## config.mk

```make
export PLATFORM = sky130hd
export DESIGN_NAME = robot
export DESIGN_NICKNAME = d
export VERILOG_FILES = /design/src/rtl/robot_pkg.sv /design/src/rtl/robot_motor_pwm.sv /design/src/rtl/robot.sv
export SDC_FILE = /design/constraint.sdc
export NUM_CORES = 1
export LEC_CHECK = 0
export ABC_AREA = 1
export CAP_MARGIN = 30
export CORE_ASPECT_RATIO = 1.25
export CORE_MARGIN = 4
export CORE_UTILIZATION = 60
export CTS_CLUSTER_DIAMETER = 30
export DETAILED_ROUTE_END_ITERATION = 12
export HOLD_SLACK_MARGIN = 0.03
export PLACE_DENSITY = 0.83
export SYNTH_ARGS = -nofsm -noshare
export SYNTH_HDL_FRONTEND = slang
export SYNTH_HIERARCHICAL = 1
export SYNTH_SLANG_ARGS = --single-unit
```

## constraint.sdc

```tcl
create_clock -name clk -period 2.41 [get_ports clk]
set_clock_uncertainty 0.15 [all_clocks]
set_input_delay 0.482 -clock clk [delete_from_list [all_inputs] [get_ports clk]]
set_output_delay 0.482 -clock clk [all_outputs]
set_load 0.02 [all_outputs]
```

## src/rtl/robot_pkg.sv

```systemverilog
// Line-follower shared definitions: steering states, servo timing constants and
// the sensor-to-state map.
package robot_pkg;

  localparam int unsigned CNT_W         = 21;
  localparam int unsigned PERIOD_CYCLES = 2_000_000;
  localparam int unsigned PULSE_FWD_L   = 200_000;
  localparam int unsigned PULSE_STOP    = 150_000;
  localparam int unsigned PULSE_REV_L   = 100_000;

  typedef enum logic [2:0] {
    FORWARD,
    GENTLE_LEFT,
    SHARP_LEFT,
    GENTLE_RIGHT,
    SHARP_RIGHT
  } state_t;

  // Sensors are {l,m,r}, 0 = black line; unlisted patterns keep driving straight.
  function automatic state_t steer(input logic [2:0] lmr);
    case (lmr)
      3'b001:  return GENTLE_LEFT;
      3'b011:  return SHARP_LEFT;
      3'b100:  return GENTLE_RIGHT;
      3'b110:  return SHARP_RIGHT;
      default: return FORWARD;
    endcase
  endfunction

endpackage

```

## src/rtl/robot_motor_pwm.sv

```systemverilog
// Registered servo pulse: high on the cycle after the shared timebase is below
// the commanded width.
module motor_pwm
  import robot_pkg::*;
#(
  parameter int unsigned W = CNT_W
) (
  input  logic         clk,
  input  logic         rst_n,
  input  logic [W-1:0] count,
  input  logic [W-1:0] width,
  output logic         pulse
);

  always_ff @(posedge clk or negedge rst_n) begin
    if (!rst_n) pulse <= 1'b0;
    else        pulse <= (count < width);
  end

endmodule

```

## src/rtl/robot.sv

```systemverilog
// Line-following robot controller: 20 ms timebase, steering FSM and two servo
// PWM channels. Optional macro ROBOT_SENSOR_SYNC_EN adds two-flop sensor synchronizers.
//
// state        | meaning
// FORWARD      | both wheels forward
// GENTLE_LEFT  | left wheel stopped, right forward
// SHARP_LEFT   | left wheel reverse, right forward
// GENTLE_RIGHT | left forward, right wheel stopped
// SHARP_RIGHT  | left forward, right wheel reverse
module robot
  import robot_pkg::*;
#(
  parameter int unsigned PERIOD = PERIOD_CYCLES,
  parameter int unsigned FWD_L  = PULSE_FWD_L,
  parameter int unsigned STOP   = PULSE_STOP,
  parameter int unsigned REV_L  = PULSE_REV_L
) (
  input  logic clk,
  input  logic reset,
  input  logic sensor_l,
  input  logic sensor_m,
  input  logic sensor_r,
  output logic motor_l_pwm,
  output logic motor_r_pwm
);

  localparam logic [CNT_W-1:0] LAST   = CNT_W'(PERIOD - 1);
  localparam logic [CNT_W-1:0] W_FWD  = CNT_W'(FWD_L);
  localparam logic [CNT_W-1:0] W_STOP = CNT_W'(STOP);
  localparam logic [CNT_W-1:0] W_REV  = CNT_W'(REV_L);

  logic [CNT_W-1:0] count;
  logic [CNT_W-1:0] width_l, width_r;
  logic [2:0]       sensors;
  state_t           state, state_nxt;

`ifdef ROBOT_SENSOR_SYNC_EN
  logic [2:0] sync_q1, sync_q2;

  always_ff @(posedge clk or negedge reset) begin
    if (!reset) begin
      sync_q1 <= 3'b111;
      sync_q2 <= 3'b111;
    end else begin
      sync_q1 <= {sensor_l, sensor_m, sensor_r};
      sync_q2 <= sync_q1;
    end
  end

  assign sensors = sync_q2;
`else
  assign sensors = {sensor_l, sensor_m, sensor_r};
`endif

  always_ff @(posedge clk or negedge reset) begin
    if (!reset)              count <= '0;
    else if (count == LAST)  count <= '0;
    else                     count <= count + 1'b1;
  end

  always_ff @(posedge clk or negedge reset) begin
    if (!reset) state <= FORWARD;
    else        state <= state_nxt;
  end

  // Steering is only re-evaluated at the period boundary so a pulse in flight never changes.
  always_comb begin
    state_nxt = state;
    width_l   = W_FWD;
    width_r   = W_REV;
    if (count == LAST) state_nxt = steer(sensors);
    case (state)
      GENTLE_LEFT:  width_l = W_STOP;
      SHARP_LEFT:   width_l = W_REV;
      GENTLE_RIGHT: width_r = W_STOP;
      SHARP_RIGHT:  width_r = W_FWD;
      default: begin
        width_l = W_FWD;
        width_r = W_REV;
      end
    endcase
  end

  motor_pwm #(.W(CNT_W)) u_pwm_l (
    .clk   (clk),
    .rst_n (reset),
    .count (count),
    .width (width_l),
    .pulse (motor_l_pwm)
  );

  motor_pwm #(.W(CNT_W)) u_pwm_r (
    .clk   (clk),
    .rst_n (reset),
    .count (count),
    .width (width_r),
    .pulse (motor_r_pwm)
  );

endmodule

```

Yosys cells after proc, flatten, opt, wreduce, memory -nomap -nowiden
Index checks and enable logic that the tools add are counted.
W data, S select, Z words.
{ "word_totals": {"reg_bits": 26, "latchBits": 0, "mem_bits_rw": 0, "romBits": 0, "inputBits": 5, "output_inout_bits": 2, "elab_cells": 20, "mem_count": 0} }
{ "op_classes": {"n_addsub": 1, "multipliers": 0, "n_div": 0, "magnitude_cmp": 2, "eq_ne": 9, "n_shift": 0, "muxes": 4, "bitwise": 0, "reduce_logical": 0} }
{ "op_table": {"columns": ["op", "n"], "rows": [
  ["$pmux W18 S2", 2],
  ["$lt A21 B18 Y1", 2],
  ["$add A21 B1 Y21 const B", 1],
  ["$eq A21 B21 Y1 const B", 1],
  ["$mux W21", 1],
  ["$pmux W3 S4", 1],
  ["$eq A3 B2 Y1 const B", 3],
  ["$eq A3 B3 Y1 const B", 3],
  ["$eq A3 B1 Y1 const B", 2]
]} }

Depth between registers and ports, before layout
Gate-level depths: netlist (run 1).
{ "depth": {"depth_word": 3, "depth_mapped": 14, "mapped_depth_nobuf": 14} }

By module
Netlist (run 1), hierarchy kept.
{ "modules_own_cells": {"columns": ["module", "n_inst", "cells_per_inst", "area_each_um2", "seq_area_each_um2"], "rows": [
  ["robot", 1, 212, 1488.9, 600.6],
  ["motor_pwm at u_pwm_l", 1, 102, 605.6, 25.0],
  ["motor_pwm at u_pwm_r", 1, 104, 599.3, 25.0]
]} }

Worst setup path before layout (run 1)
Ideal clock, no wire load.
{ "synth_timing": {"path_type": "flip-flop to flip-flop", "start": "register state[0]", "end": "register u_pwm_l.pulse", "setup_time_ns": 0.118, "arrival_time_ns": 1.579, "required_ns": 2.142, "setup_slack_ns": 0.563, "stages_incl_launch_ff": 13, "n_path_buf": 0, "period_less_slack_ns": 1.847, "path_cell_list": "dfrtp_1 nor3_1 inv_1 nand2_1 inv_1 ha_1 nand2_1 nor2_1 nand2_1 nor2_1 nand2_1 nand2_1 nor2_1"} }
{ "synth_via": {"elab_chain_len": 3} }
{ "synth_lines": {"columns": ["item", "line_no", "text"], "rows": [
  ["from (decl)", "robot.sv:35", "state_t state, state_nxt;"],
  ["from (signal assigned)", "robot.sv:63", "else state <= state_nxt;"],
  ["$eq A3 B2 Y1 / $eq A3 B1 Y1 (equally long branches)", "robot.sv:72", "case (state)"],
  ["$pmux W18 S2 (*)", "robot.sv:72", null],
  ["via width_l[15]", "robot.sv:33", "logic [CNT_W-1:0] width_l, width_r;"],
  ["$lt A21 B18 Y1 (*)", "robot_motor_pwm.sv:17", "else pulse <= (count < width);"],
  ["to (signal assigned)", "robot_motor_pwm.sv:17", null],
  ["to (decl)", "robot_motor_pwm.sv:12", "output logic pulse"]
]} }
Mark *: on every way through the listed nets, which the timed path passes. The rest lies on a longest branch.
A chain may end at the register's enable or synchronous reset.

Worst setup path in the final report (run 1)
{ "layout_timing": {"start": "register state[0]", "end": "register u_pwm_r.pulse"} }
{ "layout_via": {"elab_chain_len": 3} }
{ "layout_lines": {"columns": ["item", "line_no"], "rows": [
  ["$eq A3 B3 Y1 / $eq A3 B2 Y1 (equally long branches)", "robot.sv:72"],
  ["$pmux W18 S2 (*)", "robot.sv:72"],
  ["via width_r[14]", "robot.sv:33"],
  ["$lt A21 B18 Y1 (*)", "robot_motor_pwm.sv:17"],
  ["to (signal assigned)", "robot_motor_pwm.sv:17"],
  ["to (decl)", "robot_motor_pwm.sv:12"]
]} }
Marked as above.

==> out/metrics.yaml, run 1 <==
status:
  outcome: "completed"
setup_path:
  crit_type: "reg2reg"
  critPathLaunchType: "register"
  cp_max_fo: 5
  crit_family: "simple AND/OR/NAND/NOR gates"
  cp.arrival_ns: 2.14
  crit_top_cell: "nand2_1"
  crit_path_end_kind: "register"
  reg2regPathDepth: 13
  cp.depth: 13
  cpMaxStageDelayCell: "dfrtp_1"
  max_stage_delay_ns: 0.42
  cp_num_buf_inv: 2
  crit_chain: "nand2_1 > nor2_1 > inv_1 > nand2_1 > inv_1 > ha_1 > nand2_1 > nor2_1 > nand2_1 > nor2_1 > nand2_1 > nand2_1 > nor2_1"
  required_ns: 2.44
drt:
  drt_first_pass_iters: 4
  vias: 2491
  finalWirelength_mm: 5.90
  viasPerCell: 4.95
  drt-initial-drc-count: 145
  drtAntennaViolNets: 0
  remaining_drc_errors: 0
  post_drt_wl_per_cell_um: 11.7
layout:
  fillers: 380
  layout_commonest_cell: "nand2_1"
  syn_to_final_growth_pct: 9.80
  diodes: 0
  drive_gt1_frac: 0.0562
  seqCellArea_sq_um: 651
  multi_input_comb_area_sq_mm: 0.00172
  final_area_sq_mm: 0.00296
  final_nets: 492
  final_cell_mix: "nand2_1, inv_1, nor2_1, ha_1, dfrtp_1"
grt:
  grt_max_degree: 27
  antenna_found_initial: 0
  grt_pass1_wl_mm: 9.98
  track_usage: 0.225
  first_global_vias: 2311
  overflow: 0
pwr:
  power_switching_share: 0.219
  p_leak_uw: 0.00175
  combPwrFrac: 0.057
  p_seq_frac: 0.503
  clock_power_share: 0.440
  p_sw_uw: 190
  p_per_area_mw_per_mm2: 293
  internal_power_uw: 676
  vdd_drop_max_mv: 0.290
placement:
  port-buffer-count: 6
  hpwl_mm: 4.65
  placed_cell_area_sq_mm: 0.00289
  finalWeightedCongestion: 0.915
  place_ws_ns: 0.367
floorplanning:
  ioPinCount: 7
  rows: 27
  start_util: 0.618
  die-area_sq_mm: 0.00563
  core_sq_mm: 0.00436
  die_h_um: 82.9
  dieWidth_um: 67.9
clock_network:
  cts-root-buf: "clkbuf_8"
  cts_resized: 0
  clock_path_buffers: 2
  post_cts_buffers: 0
  numCtsBuffers: 3
  cts.sink_count: 26
  ctsHoldBuffers: 0
  cts_tree: "built"
  htreeDepth: 1
  clk_pin_slew_ns: 0.11
  worstSkewPairLatency_ns: 0.28
job:
  cap_violations: 0
min_path:
  hold_class: "in2async"
timing:
  fmax_mhz: 474
  finalSetupViolCount: 0
  hold_viol: 0
  drv_slew: 0
  period_share: 0.876
  setup_ws_ns: 0.300
  fin_setup_tns_ns: 0
  min_period_ns: 2.11
  rsz0062_at_grt: "false"
synth:
  ys_types: 27
  synth-seq-area-share: 0.242
  avgSynthCellArea_sq_um: 6.44
  syn_area_sq_mm: 0.00269
  syn_inst: 418
  yosys_warnings: 6
  ys_ff_latch: 26
-- flip-flops by register name (all words and copies together), names as in the netlist --
| register | cells |
|---|---|
| state | 3 |
| u_pwm_r/pulse | 1 |
| count | 21 |
| u_pwm_l/pulse | 1 |
-- cell usage after synthesis --
cell | instances | share of area
inv_1 | 99 | 0.14
nand4_1 | 1 | 0.0023
conb_1 | 1 | 0.0014
dfrtp_1 | 26 | 0.24
o21ai_2 | 2 | 0.0065
and2_1 | 1 | 0.0023
nor3_4 | 1 | 0.0060
o21ai_0 | 6 | 0.011
a21oi_1 | 15 | 0.028
or2_2 | 1 | 0.0023
nand3_2 | 2 | 0.0074
clkinv_1 | 1 | 0.0014
nor2_2 | 5 | 0.012
a21o_1 | 1 | 0.0028
a31oi_1 | 1 | 0.0023
nand2_1 | 121 | 0.17
nand3_1 | 15 | 0.028
o21ai_1 | 2 | 0.0037
nand3b_4 | 1 | 0.0074
nand2_2 | 5 | 0.012
xor2_1 | 7 | 0.023
nor2_4 | 3 | 0.013
xnor2_1 | 1 | 0.0033
nor2_1 | 54 | 0.075
nor3_1 | 4 | 0.0074
ha_1 | 41 | 0.19
buf_6 | 1 | 0.0042
-- cells by family (layout without fill, tap and decap cells) --
group / count (synthesis) / in the layout / synth area share
compound gates: 27 / 27 / 0.0543
fa+ha+maj: 41 / 41 / 0.190
simple gates: 214 / 214 / 0.343
flops: 26 / 26 / 0.242
buf+inv: 101 / 111 / 0.144
xor+xnor: 8 / 8 / 0.0260
other cells: 1 / 18 / 0.00139
-- power by group through the flow --
stage / logic (uW) / registers, uW / clock network (uW)
after floorplan: 26.4 / 445 / 0
after global placement: 47.2 / 445 / 0
after detailed placement: 48.9 / 445 / 0
after CTS: 49.3 / 436 / 386
after global routing: 58.8 / 436 / 396
final: 49.4 / 436 / 381
-- worst paths after layout --
check                      startpoint             to  slack (ns)
setup / recovery             state[0]  u_pwm_r/pulse        0.30
min in group clk             state[2]       state[2]        0.43
hold reg to reg              state[2]       state[2]        0.43
setup reg to reg             state[0]  u_pwm_r/pulse        0.30
hold / removal                  reset  u_pwm_r/pulse        0.41
max in group asynchronous       reset       count[0]        1.42
-- area by class of cell --
type	instances	area share
Clock buffer	3	0.0140
Clock inverter	1	0.0102
Inverter	100	0.127
Multi-Input combinational cell	308	0.582
Sequential cell	26	0.220
Tap cell	58	0.0245
Timing Repair Buffer	7	0.0228
-- routing by layer --
metal,GRT usage,wire [um],up-vias
li1,-,-,1297
met2,0.398,3040,52
met3,0.0257,182,24
met4,0.0759,193,0
met1,0.270,2480,1118
met5,0,0,-
-- metrics by stage --
| stage | hold WS (ns) | power, uW | std cells | util |
|---|---|---|---|---|
| final | 0.409 | 866 | 503 | 0.679 |
| after global routing | 0.448 | 891 | 503 | 0.679 |
| after CTS | 0.432 | 871 | 503 | 0.679 |
| after detailed placement | 0.406 | 493 | 499 | 0.662 |
| after global placement | 0.388 | 492 | 499 | 0.662 |
| after floorplan | 0.0364 | 471 | 435 | - |
Power figures use the tool's default switching activity.
==> run 2, diff against run 1 <==
--- a/config.mk
+++ b/config.mk
@@ -13,7 +13,7 @@
 export CTS_CLUSTER_DIAMETER = 30
 export DETAILED_ROUTE_END_ITERATION = 12
 export HOLD_SLACK_MARGIN = 0.03
-export PLACE_DENSITY = 0.83
+export PLACE_DENSITY_LB_ADDON = 0.2
 export SYNTH_ARGS = -nofsm -noshare
 export SYNTH_HDL_FRONTEND = slang
 export SYNTH_HIERARCHICAL = 1
==> out/metrics.yaml, run 2 (same netlist as run 1, synthesis figures left out) <==
timing:
  rsz0062_at_grt: "false"
  fmax_mhz: 482  # +1.7%
  hold_viol: 0  # unchanged
  drv_slew: 0  # unchanged
  finalSetupViolCount: 0  # unchanged
  whs_ns: 0.422  # +0.0124 ns
  setup_ws_ns: 0.336  # +0.0362 ns
  fin_setup_tns_ns: 0  # unchanged
  min_period_ns: 2.07  # -0.0362 ns
  period_share: 0.861  # -0.0150
grt:
  grt_max_degree: 27  # unchanged
  track_usage: 0.223  # -0.00126
  grt_pass1_wl_mm: 10.1  # +1.3%
  overflow: 0  # unchanged
  antenna_found_initial: 0  # unchanged
  first_global_vias: 2366  # +2.4%
setup_path:
  crit_path_end_kind: "register"
  required_ns: 2.44  # about the same
  max_stage_delay_ns: 0.43  # about the same
  critPathLaunchType: "register"
  crit_family: "simple AND/OR/NAND/NOR gates"
  crit_chain: "nor3_1 > inv_1 > nand2_1 > inv_1 > ha_1 > nand2_1 > nor2_1 > nand2_1 > nor2_1 > nand2_1 > nand2_1 > nor2_1"
  crit_top_cell: "nand2_1"
  cp_max_fo: 5  # unchanged
  crit_type: "reg2reg"
  cp.arrival_ns: 2.11  # -0.03 ns
  cpMaxStageDelayCell: "dfrtp_1"
  cp_num_buf_inv: 2  # unchanged
layout:
  diodes: 0  # unchanged
  final_cell_mix: "nand2_1, inv_1, nor2_1, ha_1, dfrtp_1"
  final_util: 0.675  # -0.00373
  layout_commonest_cell: "nand2_1"
  drive_gt1_frac: 0.0562  # unchanged
  final_nets: 492  # unchanged
  syn_to_final_growth_pct: 9.20
  regMostFlops: "count"
  largest_reg_flops: 21  # unchanged
  reg_top3: "count: 21 flops, state: 3 flops"
clock_network:
  post_cts_buffers: 0  # unchanged
  cts_tree: "built"
  htreeDepth: 1  # unchanged
  ctsHoldBuffers: 0  # unchanged
  cts_resized: 0  # unchanged
  worstSkewPairLatency_ns: 0.28  # about the same
  cts.sink_count: 26  # unchanged
  numCtsBuffers: 3  # unchanged
  clk_pin_slew_ns: 0.10  # about the same
  cts-root-buf: "clkbuf_8"
  clock_path_buffers: 2  # unchanged
pwr:
  finalPower_uw: 780  # -10%
  p_per_area_mw_per_mm2: 265  # -9.5%
  vdd_drop_max_mv: 0.298  # +2.9%
  p_leak_uw: 0.00174  # -0.40%
floorplanning:
  dieWidth_um: 67.9  # unchanged
  start_util: 0.618  # unchanged
  die-area_sq_mm: 0.00563  # unchanged
  core_sq_mm: 0.00436  # unchanged
  ioPinCount: 7  # unchanged
  die_h_um: 82.9  # unchanged
  rows: 27  # unchanged
placement:
  hpwl_mm: 4.72  # +1.4%
  finalWeightedCongestion: 0.931  # +1.7%
  port-buffer-count: 6  # unchanged
  place_ws_ns: 0.331  # -0.0361 ns
drt:
  post_drt_wl_per_cell_um: 11.3  # -4.0%
  drt-initial-drc-count: 85  # -41%
  vias: 2431  # -2.4%
  remaining_drc_errors: 0  # unchanged
  drtAntennaViolNets: 0  # unchanged
  finalWirelength_mm: 5.67  # -4.0%
  viasPerCell: 4.83  # -2.4%
  drt_first_pass_iters: 4  # unchanged
job:
  cap_violations: 0  # unchanged
min_path:
  hold_class: "in2async"
status:
  outcome: "completed"
-- run 2: cell types whose count changed in the layout (fill, tap and decap cells not counted), sizes merged --
cell and delta:
clkbuf +1, bufinv -1
-- run 2: final timing paths --
kind                                       to  slack (ns)      from  cells past startpoint
worst max-delay path            u_pwm_l/pulse        0.34  state[0]                     12
worst min-delay path            u_pwm_r/pulse        0.42     reset                      2
worst max register to register  u_pwm_l/pulse        0.34  state[0]                     12
worst min register to register       state[1]        0.43  state[1]                      2
max in group asynchronous           count[10]        1.42     reset                      2
min in group clk                     state[1]        0.43  state[1]                      2
-- run 2: through the flow --
stage / instance area, sq um / instances
final: 2940 / 503
after CTS: 2940 / 503
after global routing: 2940 / 503
after detailed placement: 2890 / 499
after floorplan: 2760 / 435
after global placement: 2890 / 499
-- run 2: area by class of cell --
class,instances,area (sq um)
repair buffers,7,67.6
well taps,58,72.6
multi-input cells,308,1720
fillers,403,1420
inverters,100,375
flip-flops and latches,26,651
clock buffers,4,55.1
-- run 2: power by group --
group          switching [uW]  internal [uW]  total (uW)
Sequential                  0            436         436
Clock                     147            146         293
Combinational            32.6           18.1        50.6
-- run 2: worst register-to-register path, delay by kind of cell (launching register included) --
kind / cells / cell delay, ns
fa+ha+maj: 1 / 0.26
buf+inv: 2 / 0.20
flops: 1 / 0.43
simple gates: 9 / 0.92
-- run 2: routing by layer --
layer | vias to the layer above | global-route usage | routed length [um] | share of wire
met1 | 1096 | 0.271 | 2430 | 0.43
li1 | 1292 | - | - | -
met4 | 0 | 0.0380 | 61 | 0.011
met5 | - | 0 | 0 | 0
met2 | 31 | 0.416 | 3040 | 0.54
met3 | 12 | 0.0189 | 140 | 0.025
==> run 3, diff against run 2 <==
--- a/config.mk
+++ b/config.mk
@@ -12,8 +12,9 @@
 export CORE_UTILIZATION = 60
 export CTS_CLUSTER_DIAMETER = 30
 export DETAILED_ROUTE_END_ITERATION = 12
-export HOLD_SLACK_MARGIN = 0.03
+export HOLD_SLACK_MARGIN = 0.05
 export PLACE_DENSITY_LB_ADDON = 0.2
+export REMOVE_ABC_BUFFERS = 1
 export SYNTH_ARGS = -nofsm -noshare
 export SYNTH_HDL_FRONTEND = slang
 export SYNTH_HIERARCHICAL = 1
==> out/metrics.yaml, run 3 (same netlist as run 1, synthesis figures left out) <==
status:
  outcome: "completed"
timing:
  fmax_mhz: 490  # +1.5%
  drv_slew: 0  # unchanged
  whs_ns: 0.420  # -0.00165 ns
  min_period_ns: 2.04  # -0.0313 ns
  rsz0062_at_grt: "false"
  fin_setup_tns_ns: 0  # unchanged
  period_share: 0.848  # -0.0130
  hold_viol: 0  # unchanged
  finalSetupViolCount: 0  # unchanged
clock_network:
  post_cts_buffers: 0  # unchanged
  clk_pin_slew_ns: 0.10  # about the same
  cts_tree: "built"
  numCtsBuffers: 3  # unchanged
  clock_path_buffers: 2  # unchanged
  cts_resized: 0  # unchanged
  cts.sink_count: 26  # unchanged
  ctsHoldBuffers: 0  # unchanged
  cts-root-buf: "clkbuf_8"
  worstSkewPairLatency_ns: 0.28  # about the same
  htreeDepth: 1  # unchanged
layout:
  diodes: 0  # unchanged
  regMostFlops: "count"
  drive_gt1_frac: 0.0562  # unchanged
  final_cell_mix: "nand2_1, inv_1, nor2_1, ha_1, dfrtp_1"
  final_nets: 492  # unchanged
  layout_commonest_cell: "nand2_1"
  reg_top3: "count: 21 flops, state: 3 flops"
  largest_reg_flops: 21  # unchanged
  syn_to_final_growth_pct: 9.80
grt:
  grt_pass1_wl_mm: 9.98  # -1.3%
  first_global_vias: 2347  # -0.80%
  overflow: 0  # unchanged
  grt_max_degree: 27  # unchanged
  antenna_found_initial: 0  # unchanged
  track_usage: 0.225  # +0.00192
floorplanning:
  rows: 27  # unchanged
  dieWidth_um: 67.9  # unchanged
  core_sq_mm: 0.00436  # unchanged
  die_h_um: 82.9  # unchanged
  start_util: 0.618  # unchanged
  die-area_sq_mm: 0.00563  # unchanged
  ioPinCount: 7  # unchanged
setup_path:
  required_ns: 2.44  # about the same
  critPathLaunchType: "register"
  regToRegStartpoint: "state[2]"
  crit_type: "reg2reg"
  cp.arrival_ns: 2.07  # -0.04 ns
  crit_path_end_kind: "register"
  worst_r2r_endpoint: "u_pwm_l/pulse"
  reg2regPathDepth: 12  # unchanged
  cp_max_fo: 5  # unchanged
  r2r_slack_ns: 0.37  # +0.03 ns
drt:
  drt_first_pass_iters: 4  # unchanged
  drtAntennaViolNets: 0  # unchanged
  finalWirelength_mm: 5.74  # +1.3%
  vias: 2427  # -0.16%
  post_drt_wl_per_cell_um: 11.4  # +1.3%
  remaining_drc_errors: 0  # unchanged
  drt-initial-drc-count: 99  # +16%
  viasPerCell: 4.83  # -0.16%
placement:
  hpwl_mm: 4.62  # -2.1%
  finalWeightedCongestion: 0.899  # -3.5%
  port-buffer-count: 6  # unchanged
pwr:
  vdd_drop_max_mv: 0.379  # +27%
  p_per_area_mw_per_mm2: 289  # +9.2%
  p_leak_uw: 0.00175  # +0.40%
job:
  cap_violations: 0  # unchanged
min_path:
  hold_class: "in2async"
-- run 3: final cells by class --
type | instances | area (sq um)
multi-input cells | 308 | 1720
fillers | 395 | 1400
flip-flops and latches | 26 | 651
inverters | 100 | 375
well taps | 58 | 72.6
repair buffers | 7 | 67.6
clock buffers | 3 | 41.3
clock inverters | 1 | 30.0
-- run 3: stage by stage --
step                      setup slack (ns)  utilization  power [uW]  cells  area, sq um
after global routing                0.0721        0.679         887    503         2960
after global placement               0.427        0.662         492    499         2890
after CTS                            0.350        0.679         867    503         2960
final                                0.367        0.679         856    503         2960
after floorplan                      0.563            -         471    434         2750
after detailed placement             0.371        0.662         493    499         2890
-- run 3: how the worst max path moves through the flow --
stage,depth (start not counted),from,slack [ns],to
3_3_place_gp,12,state[0],0.43,u_pwm_l/pulse
3_5_place_dp,12,state[2],0.37,u_pwm_l/pulse
4_1_cts,12,state[0],0.35,u_pwm_l/pulse
6_report,12,state[2],0.37,u_pwm_l/pulse
5_1_grt,12,state[0],0.07,u_pwm_l/pulse
2_1_floorplan,12,state[0],0.56,u_pwm_l/pulse
-- run 3: power breakdown --
| part | switching [uW] | internal [uW] |
|---|---|---|
| sequential | 0 | 436 |
| clock | 149 | 222 |
| combinational | 31.5 | 17.7 |
-- run 3: metal layers --
layer	global-route usage	part of all wire	vias up
li1	-	-	1292
met1	0.257	0.43	1081
met2	0.418	0.52	42
met3	0.0271	0.028	12
met4	0.0651	0.016	0
met5	0	0	-
-- run 3: worst max-delay path, cell delays in order (launching register included) --
cell,delay (ns)
dfrtp_1,0.44
nor3_1,0.33
inv_1,0.16
nand2_1,0.11
inv_1,0.04
ha_1,0.26
nand2_1,0.05
nor2_1,0.10
nand2_1,0.05
nor2_1,0.09
nand2_1,0.06
nand2_1,0.06
nor2_1,0.04
